[config.mk]
export PLATFORM = sky130hd
export DESIGN_NAME = uart_tx_fifo_flat
export DESIGN_NICKNAME = d
export VERILOG_FILES = /design/src/rtl/uart_tx_fifo_pkg.sv /design/src/rtl/uart_tx_fifo_if.sv /design/src/rtl/uart_tx_fifo_sync_fifo.sv /design/src/rtl/uart_tx_fifo.sv /design/src/flat_wrapper.sv
export SDC_FILE = /design/constraint.sdc
export NUM_CORES = 1
export LEC_CHECK = 0
export CORE_MARGIN = 2
export CORE_UTILIZATION = 36
export DETAILED_ROUTE_END_ITERATION = 8
export SYNTH_ARGS = -nofsm -noshare
export SYNTH_HDL_FRONTEND = slang
export SYNTH_SLANG_ARGS = --single-unit
[constraint.sdc]
create_clock -name clk -period 5.6 [get_ports clk]
set_input_delay 1.68 -clock clk [delete_from_list [all_inputs] [get_ports clk]]
set_output_delay 1.68 -clock clk [all_outputs]
set_load 0.02 [all_outputs]
[src/rtl/uart_tx_fifo_pkg.sv]
// Shared constants and types for the buffered UART transmit path.
// Holds the baud constants used by uart_tx/uart_rx and the drain FSM encoding.
package uart_tx_fifo_pkg;

    localparam int unsigned BAUD_DIV      = 103;
    localparam int unsigned HALF_BIT      = 51;
    localparam int unsigned DATA_W        = 8;
    localparam int unsigned WAIT_BUSY_MAX = 2;

    typedef enum logic [1:0] {
        IDLE      = 2'd0,
        START     = 2'd1,
        WAIT_BUSY = 2'd2,
        WAIT_DONE = 2'd3
    } drain_state_e;

endpackage

[src/rtl/uart_tx_fifo_if.sv]
// Producer/uart_tx-facing signal bundle of uart_tx_fifo.
// master = environment side (producers + uart_tx), slave = the FIFO block.
interface uart_tx_fifo_if #(
    parameter int unsigned AW = 4
);
    import uart_tx_fifo_pkg::*;

    logic [DATA_W-1:0] wr_data;
    logic              wr_en;
    logic              flush;
    logic              full;
    logic              empty;
    logic [AW:0]       level;
    logic              overflow;
    logic [DATA_W-1:0] tx_byte;
    logic              tx_start;
    logic              tx_busy;
    logic              drain_active;

    modport master (
        output wr_data, wr_en, flush, tx_busy,
        input  full, empty, level, overflow, tx_byte, tx_start, drain_active
    );

    modport slave (
        input  wr_data, wr_en, flush, tx_busy,
        output full, empty, level, overflow, tx_byte, tx_start, drain_active
    );

endinterface

[src/rtl/uart_tx_fifo_sync_fifo.sv]
// Circular byte FIFO with registered status, sticky overflow and flush.
// A write while full is accepted only when a pop happens in the same cycle.
module uart_tx_fifo_sync_fifo
    import uart_tx_fifo_pkg::*;
#(
    parameter int unsigned DEPTH = 16,
    parameter int unsigned AW    = 4
) (
    input  logic              clk,
    input  logic              rst_n,
    input  logic              i_push,
    input  logic              i_pop,
    input  logic              i_flush,
    input  logic [DATA_W-1:0] i_wr_data,
    output logic [DATA_W-1:0] o_rd_data,
    output logic              o_full,
    output logic              o_empty,
    output logic              o_overflow,
    output logic [AW:0]       o_level
);

    logic [DATA_W-1:0] r_mem [DEPTH];
    logic [AW-1:0]     r_wptr;
    logic [AW-1:0]     r_rptr;
    logic [AW:0]       r_level;
    logic              r_full;
    logic              r_empty;
    logic              r_overflow;

    logic              w_pop;
    logic              w_push;
    logic [AW:0]       w_level_nxt;

    // flush dominates both ports; a pop frees the slot a full-FIFO write needs
    assign w_pop  = i_pop && !r_empty && !i_flush;
    assign w_push = i_push && !i_flush && (!r_full || w_pop);

    always_comb begin
        w_level_nxt = r_level;
        if (i_flush) begin
            w_level_nxt = '0;
        end else if (w_push && !w_pop) begin
            w_level_nxt = r_level + (AW+1)'(1);
        end else if (w_pop && !w_push) begin
            w_level_nxt = r_level - (AW+1)'(1);
        end
    end

    always_ff @(posedge clk) begin
        if (!rst_n) begin
            r_wptr     <= '0;
            r_rptr     <= '0;
            r_level    <= '0;
            r_full     <= 1'b0;
            r_empty    <= 1'b1;
            r_overflow <= 1'b0;
        end else begin
            if (w_push) begin
                r_wptr <= r_wptr + AW'(1);
            end
            if (i_flush) begin
                r_rptr <= r_wptr;
            end else if (w_pop) begin
                r_rptr <= r_rptr + AW'(1);
            end
            r_level <= w_level_nxt;
            r_full  <= (w_level_nxt == (AW+1)'(DEPTH));
            r_empty <= (w_level_nxt == '0);
            if (i_flush) begin
                r_overflow <= 1'b0;
            end else if (i_push && r_full && !w_pop) begin
                r_overflow <= 1'b1;
            end
        end
    end

    // storage needs no reset; only slots behind a valid pointer are ever read
    always_ff @(posedge clk) begin
        if (w_push) begin
            r_mem[r_wptr] <= i_wr_data;
        end
    end

    assign o_rd_data  = r_mem[r_rptr];
    assign o_full     = r_full;
    assign o_empty    = r_empty;
    assign o_overflow = r_overflow;
    assign o_level    = r_level;

endmodule

[src/rtl/uart_tx_fifo.sv]
// Buffered transmit front-end: byte FIFO plus a drain FSM that feeds uart_tx
// one byte at a time through its tx_byte/tx_start/tx_busy handshake.
module uart_tx_fifo
    import uart_tx_fifo_pkg::*;
#(
    parameter int unsigned DEPTH = 16,
    parameter int unsigned AW    = 4
) (
    input  logic           clk,
    input  logic           rst_n,
    uart_tx_fifo_if.slave  bus
);

    drain_state_e      r_state;
    logic [DATA_W-1:0] r_tx_byte;
    logic              r_tx_start;
    logic              r_drain_active;
    logic              r_wait_cnt;

    logic [DATA_W-1:0] w_rd_data;
    logic              w_full;
    logic              w_empty;
    logic              w_overflow;
    logic [AW:0]       w_level;
    logic              w_pop;

    // a flush in the pop cycle suppresses the pop and keeps the FSM idle
    assign w_pop = (r_state == IDLE) && !w_empty && !bus.flush;

    uart_tx_fifo_sync_fifo #(
        .DEPTH (DEPTH),
        .AW    (AW)
    ) u_fifo (
        .clk        (clk),
        .rst_n      (rst_n),
        .i_push     (bus.wr_en),
        .i_pop      (w_pop),
        .i_flush    (bus.flush),
        .i_wr_data  (bus.wr_data),
        .o_rd_data  (w_rd_data),
        .o_full     (w_full),
        .o_empty    (w_empty),
        .o_overflow (w_overflow),
        .o_level    (w_level)
    );

    always_ff @(posedge clk) begin
        if (!rst_n) begin
            r_state        <= IDLE;
            r_tx_byte      <= '0;
            r_tx_start     <= 1'b0;
            r_drain_active <= 1'b0;
            r_wait_cnt     <= 1'b0;
        end else begin
            r_tx_start <= 1'b0;
            case (r_state)
                IDLE: begin
                    if (w_pop) begin
                        r_tx_byte      <= w_rd_data;
                        r_tx_start     <= 1'b1;
                        r_drain_active <= 1'b1;
                        r_state        <= START;
                    end
                end
                START: begin
                    r_wait_cnt <= 1'b0;
                    r_state    <= WAIT_BUSY;
                end
                WAIT_BUSY: begin
                    // give up on a busy edge that never arrives
                    if (bus.tx_busy || (r_wait_cnt == 1'(WAIT_BUSY_MAX - 1))) begin
                        r_state <= WAIT_DONE;
                    end else begin
                        r_wait_cnt <= r_wait_cnt + 1'b1;
                    end
                end
                WAIT_DONE: begin
                    if (!bus.tx_busy) begin
                        r_drain_active <= 1'b0;
                        r_state        <= IDLE;
                    end
                end
                default: begin
                    r_drain_active <= 1'b0;
                    r_state        <= IDLE;
                end
            endcase
        end
    end

    assign bus.tx_byte      = r_tx_byte;
    assign bus.tx_start     = r_tx_start;
    assign bus.drain_active = r_drain_active;
    assign bus.full         = w_full;
    assign bus.empty        = w_empty;
    assign bus.overflow     = w_overflow;
    assign bus.level        = w_level;

endmodule
[src/flat_wrapper.sv]
// flat-port wrapper written by rule: the top's interface ports become plain ports
module uart_tx_fifo_flat import uart_tx_fifo_pkg::*;
#(
    parameter int unsigned DEPTH = 16,
    parameter int unsigned AW    = 4
)
  (clk, rst_n, bus_wr_data, bus_wr_en, bus_flush, bus_tx_busy, bus_full, bus_empty, bus_level, bus_overflow, bus_tx_byte, bus_tx_start, bus_drain_active);
  uart_tx_fifo_if #(.AW(AW)) bus_i ();
  input  logic clk;
  input  logic rst_n;
  input wire logic [$bits(bus_i.wr_data)-1:0] bus_wr_data;
  input wire logic [$bits(bus_i.wr_en)-1:0] bus_wr_en;
  input wire logic [$bits(bus_i.flush)-1:0] bus_flush;
  input wire logic [$bits(bus_i.tx_busy)-1:0] bus_tx_busy;
  output wire logic [$bits(bus_i.full)-1:0] bus_full;
  output wire logic [$bits(bus_i.empty)-1:0] bus_empty;
  output wire logic [$bits(bus_i.level)-1:0] bus_level;
  output wire logic [$bits(bus_i.overflow)-1:0] bus_overflow;
  output wire logic [$bits(bus_i.tx_byte)-1:0] bus_tx_byte;
  output wire logic [$bits(bus_i.tx_start)-1:0] bus_tx_start;
  output wire logic [$bits(bus_i.drain_active)-1:0] bus_drain_active;
  assign bus_i.wr_data = bus_wr_data;
  assign bus_i.wr_en = bus_wr_en;
  assign bus_i.flush = bus_flush;
  assign bus_i.tx_busy = bus_tx_busy;
  assign bus_full = bus_i.full;
  assign bus_empty = bus_i.empty;
  assign bus_level = bus_i.level;
  assign bus_overflow = bus_i.overflow;
  assign bus_tx_byte = bus_i.tx_byte;
  assign bus_tx_start = bus_i.tx_start;
  assign bus_drain_active = bus_i.drain_active;
  uart_tx_fifo #(.DEPTH(DEPTH), .AW(AW)) u_core (.clk(clk), .rst_n(rst_n), .bus(bus_i));
endmodule
==> out/metrics.yaml <==
synth_fa_ha_area_share_pct: 2.35
hp-class: "register to register"
seq_power_share_pct: 50.1
place_congestion: 0.822
ys_types: 43
finalHoldViolCount: 0
drtPass1Iterations: 4
post_cts_buffers: 0
grt_pass1_wl_um: 20400
grt_pass1_vias: 3438
power_mw: 2.58
r2r_cells: 7
ys_warn_count: 0
clock_skew_ps: 9.08
holdWs_ps: 469
die_h_um: 137
placed_area_sq_um: 6930
worst_slew_pin_slew_ps: 827
grt_setup_unrepaired: "false"
finalCriticalPeriod_ps: 3750
nets: 447
fin_util_pct: 43.4
critPathRequiredTime_ps: 5660
synth_xor_area_share_pct: 1.24
core_area_sq_um: 17300
antenna_found_initial: 0
yosysTopAreaCell: "edfxtp_1"
grt_max_degree: 36
syn-cell-area_sq_um: 6380
crit_path_start_kind: "input port"
synth_most_common_cell: "edfxtp_1"
numCtsBuffers: 17
p_int_mw: 2.01
clk_latency_ps: 430
p_per_area_nw_per_um2: 344
fin_cells: 660
worstHoldStart: "u_core.bus.tx_byte[5]"
yosys-top-cells-area: "edfxtp_1 60%, mux4_2 11%, dfxtp_1 9.1%"
p_leak_nw: 2.39
syn2layout_area_growth_pct: 17.6
start_util_pct: 36.9
status: "complete, no violations"
hold_path_end: "u_core.bus.tx_byte[5]"
synth_top_family_by_area: "multiplexers"
placed_cells: 628
crit_arrival_ps: 3810
syn_inst: 385
setup_slack_ps: 1850
dieArea_sq_um: 18800
max_cap_violations: 0
io_pins: 31
vias: 3454
clockPowerShare_pct: 43.4
seq_area_frac_synth_pct: 69.3
synth_mux_area_share_pct: 11.8
viasPerCell: 5.23
synthFlopType: "edfxtp_1"
cts_tree: "done"
r2r-start: "u_core.r_state[0]"
drc: 0
clk_path_buf_depth: 2
async_flop_share_pct: 0
switching_share_pct: 22.3
final_area_sq_um: 7510
hold_depth: 2
path_max_fanout: 17
ys_ff_latch: 157
std_cell_rows: 48
cts_root_buffer: "clkbuf_16"
synth_nets: 410
fin_tns_setup_ps: 0
place_hpwl_um: 8900
routed_wl_um: 13600
fp.dieW_um: 137
yosys.area.top_type_share_pct: 60.2
insertedDiodeCount: 0
avgSynthCellArea_sq_um: 16.6
drtIter0Drc: 233
criticalPathCategory: "input port to register"
yosys.area_share.simple_pct: 7.72
cts.sinks: 157
numPortBuffers: 30
irDropWorstVdd_mv: 0.251
post_cts_resized: 0
cts_hold_buffers: 0
cp-end-kind: "register"
routedWlPerCell_um: 20.5
synth_compound_area_share_pct: 5.76
setup_viol: 0
slew_headroom_pct: 44.7
grt-ovfl-total: 0
synth-edff-count: 128
power.net_switching_mw: 0.577
drive_gt1_share_pct: 17.2
pre_cts_slack_ps: 1460
drv_slew: 0
fmax_mhz: 267
r2r_end: "u_core.u_fifo.r_mem[15][1]"
fin_crit_sh_pct: 67.0
ys_top_cells_by_count: "128 x edfxtp_1, 32 x mux4_2, 30 x nor2_1"
final_antenna_net_count: 0
r2r_setup_slack_ps: 3150
clkSlewWorstSetupHoldPaths_ps: 60
ctsHtreeMaxLevel: 4
grt_usage_pct: 15.4
combinationalPowerShare_pct: 6.6
==> layout by cell type, fill, tap and decap left out, types with 2 or more instances in the layout <==
cell type / netlist / final
edfxtp_1: 128 / 128
mux4_2: 32 / 32
nor2_1: 30 / 30
clkdlybuf4s50_1: 0 / 30
dfxtp_1: 29 / 28
nand2_1: 26 / 26
clkbuf_16: 0 / 17
a22o_1: 16 / 16
ha_1: 12 / 12
and2_1: 10 / 10
inv_1: 9 / 9
nand2b_1: 8 / 8
o22ai_1: 8 / 8
o21ai_0: 7 / 7
buf_4: 0 / 7
nor3_1: 6 / 6
nor2b_1: 6 / 6
xnor2_1: 6 / 6
clkinvlp_4: 0 / 4
xor2_1: 3 / 3
mux2i_1: 3 / 3
nand3_1: 3 / 3
inv_6: 0 / 3
a21oi_1: 2 / 2
o211a_1: 2 / 2
nand4_1: 2 / 2
clkbuf_1: 12 / 2
clkinv_2: 0 / 2
bufinv_16: 0 / 2
==> registers in the layout (all words and copies together), names as in the netlist, 2 cells and up <==
name	count
u_core.u_fifo.r_rptr	4
u_core.u_fifo.r_wptr	4
u_core.u_fifo.r_mem	128
u_core.u_fifo.o_level	5
u_core.r_state	2
u_core.bus.tx_byte	8
==> worst max path at each step <==
stage / start / end / slack, ps / cells past startpoint
floorplan: bus_flush / u_core.u_fifo.r_mem[3][0] / 2040 / 5
global placement: bus_flush / u_core.u_fifo.r_mem[13][6] / 1490 / 6
detailed placement: bus_flush / u_core.u_fifo.r_mem[15][1] / 1460 / 6
CTS: bus_flush / u_core.u_fifo.r_mem[15][2] / 1890 / 6
global route: bus_flush / u_core.u_fifo.r_mem[15][6] / 1700 / 6
finish: bus_flush / u_core.u_fifo.r_mem[15][1] / 1850 / 6
==> routing by layer <==
layer	GRT usage [%]	share of wire [%]	vias to the layer above
met5	0	0	-
met4	6.07	2.1	0
met3	5.11	4.9	22
met2	23.4	48	97
met1	20.5	45	1766
li1	-	-	1569
==> critical path: stages <==
cell and delay (ps):
clkdlybuf4s50_1 680, nand2b_1 320, a21oi_1 180, buf_4 190, nand2_1 140, nor2_1 600
==> kinds of logic after synthesis <==
family	Yosys count
compound gates	46
xor+xnor	9
fa+ha+maj	12
buf+inv	28
flops	157
mux	35
simple gates	98
==> power groups by stage <==
stage / Sequential (mW) / Combinational (mW) / Clock (mW)
6_report: 1.29 / 0.170 / 1.12
3_5_place_dp: 1.32 / 0.171 / 0
3_3_place_gp: 1.32 / 0.168 / 0
5_1_grt: 1.29 / 0.187 / 1.19
2_1_floorplan: 1.32 / 0.0994 / 0
4_1_cts: 1.29 / 0.172 / 1.14
==> final cells by class <==
| class | instances | area (sq um) |
|---|---|---|
| Sequential cell | 157 | 4430 |
| Multi-Input combinational cell | 200 | 1840 |
| Timing Repair Buffer | 37 | 353 |
| Tap cell | 225 | 282 |
| Clock buffer | 19 | 433 |
| Clock inverter | 13 | 139 |
| Inverter | 9 | 33.8 |
| Fill cell | 1508 | 9790 |
Power figures use the tool's default switching activity.
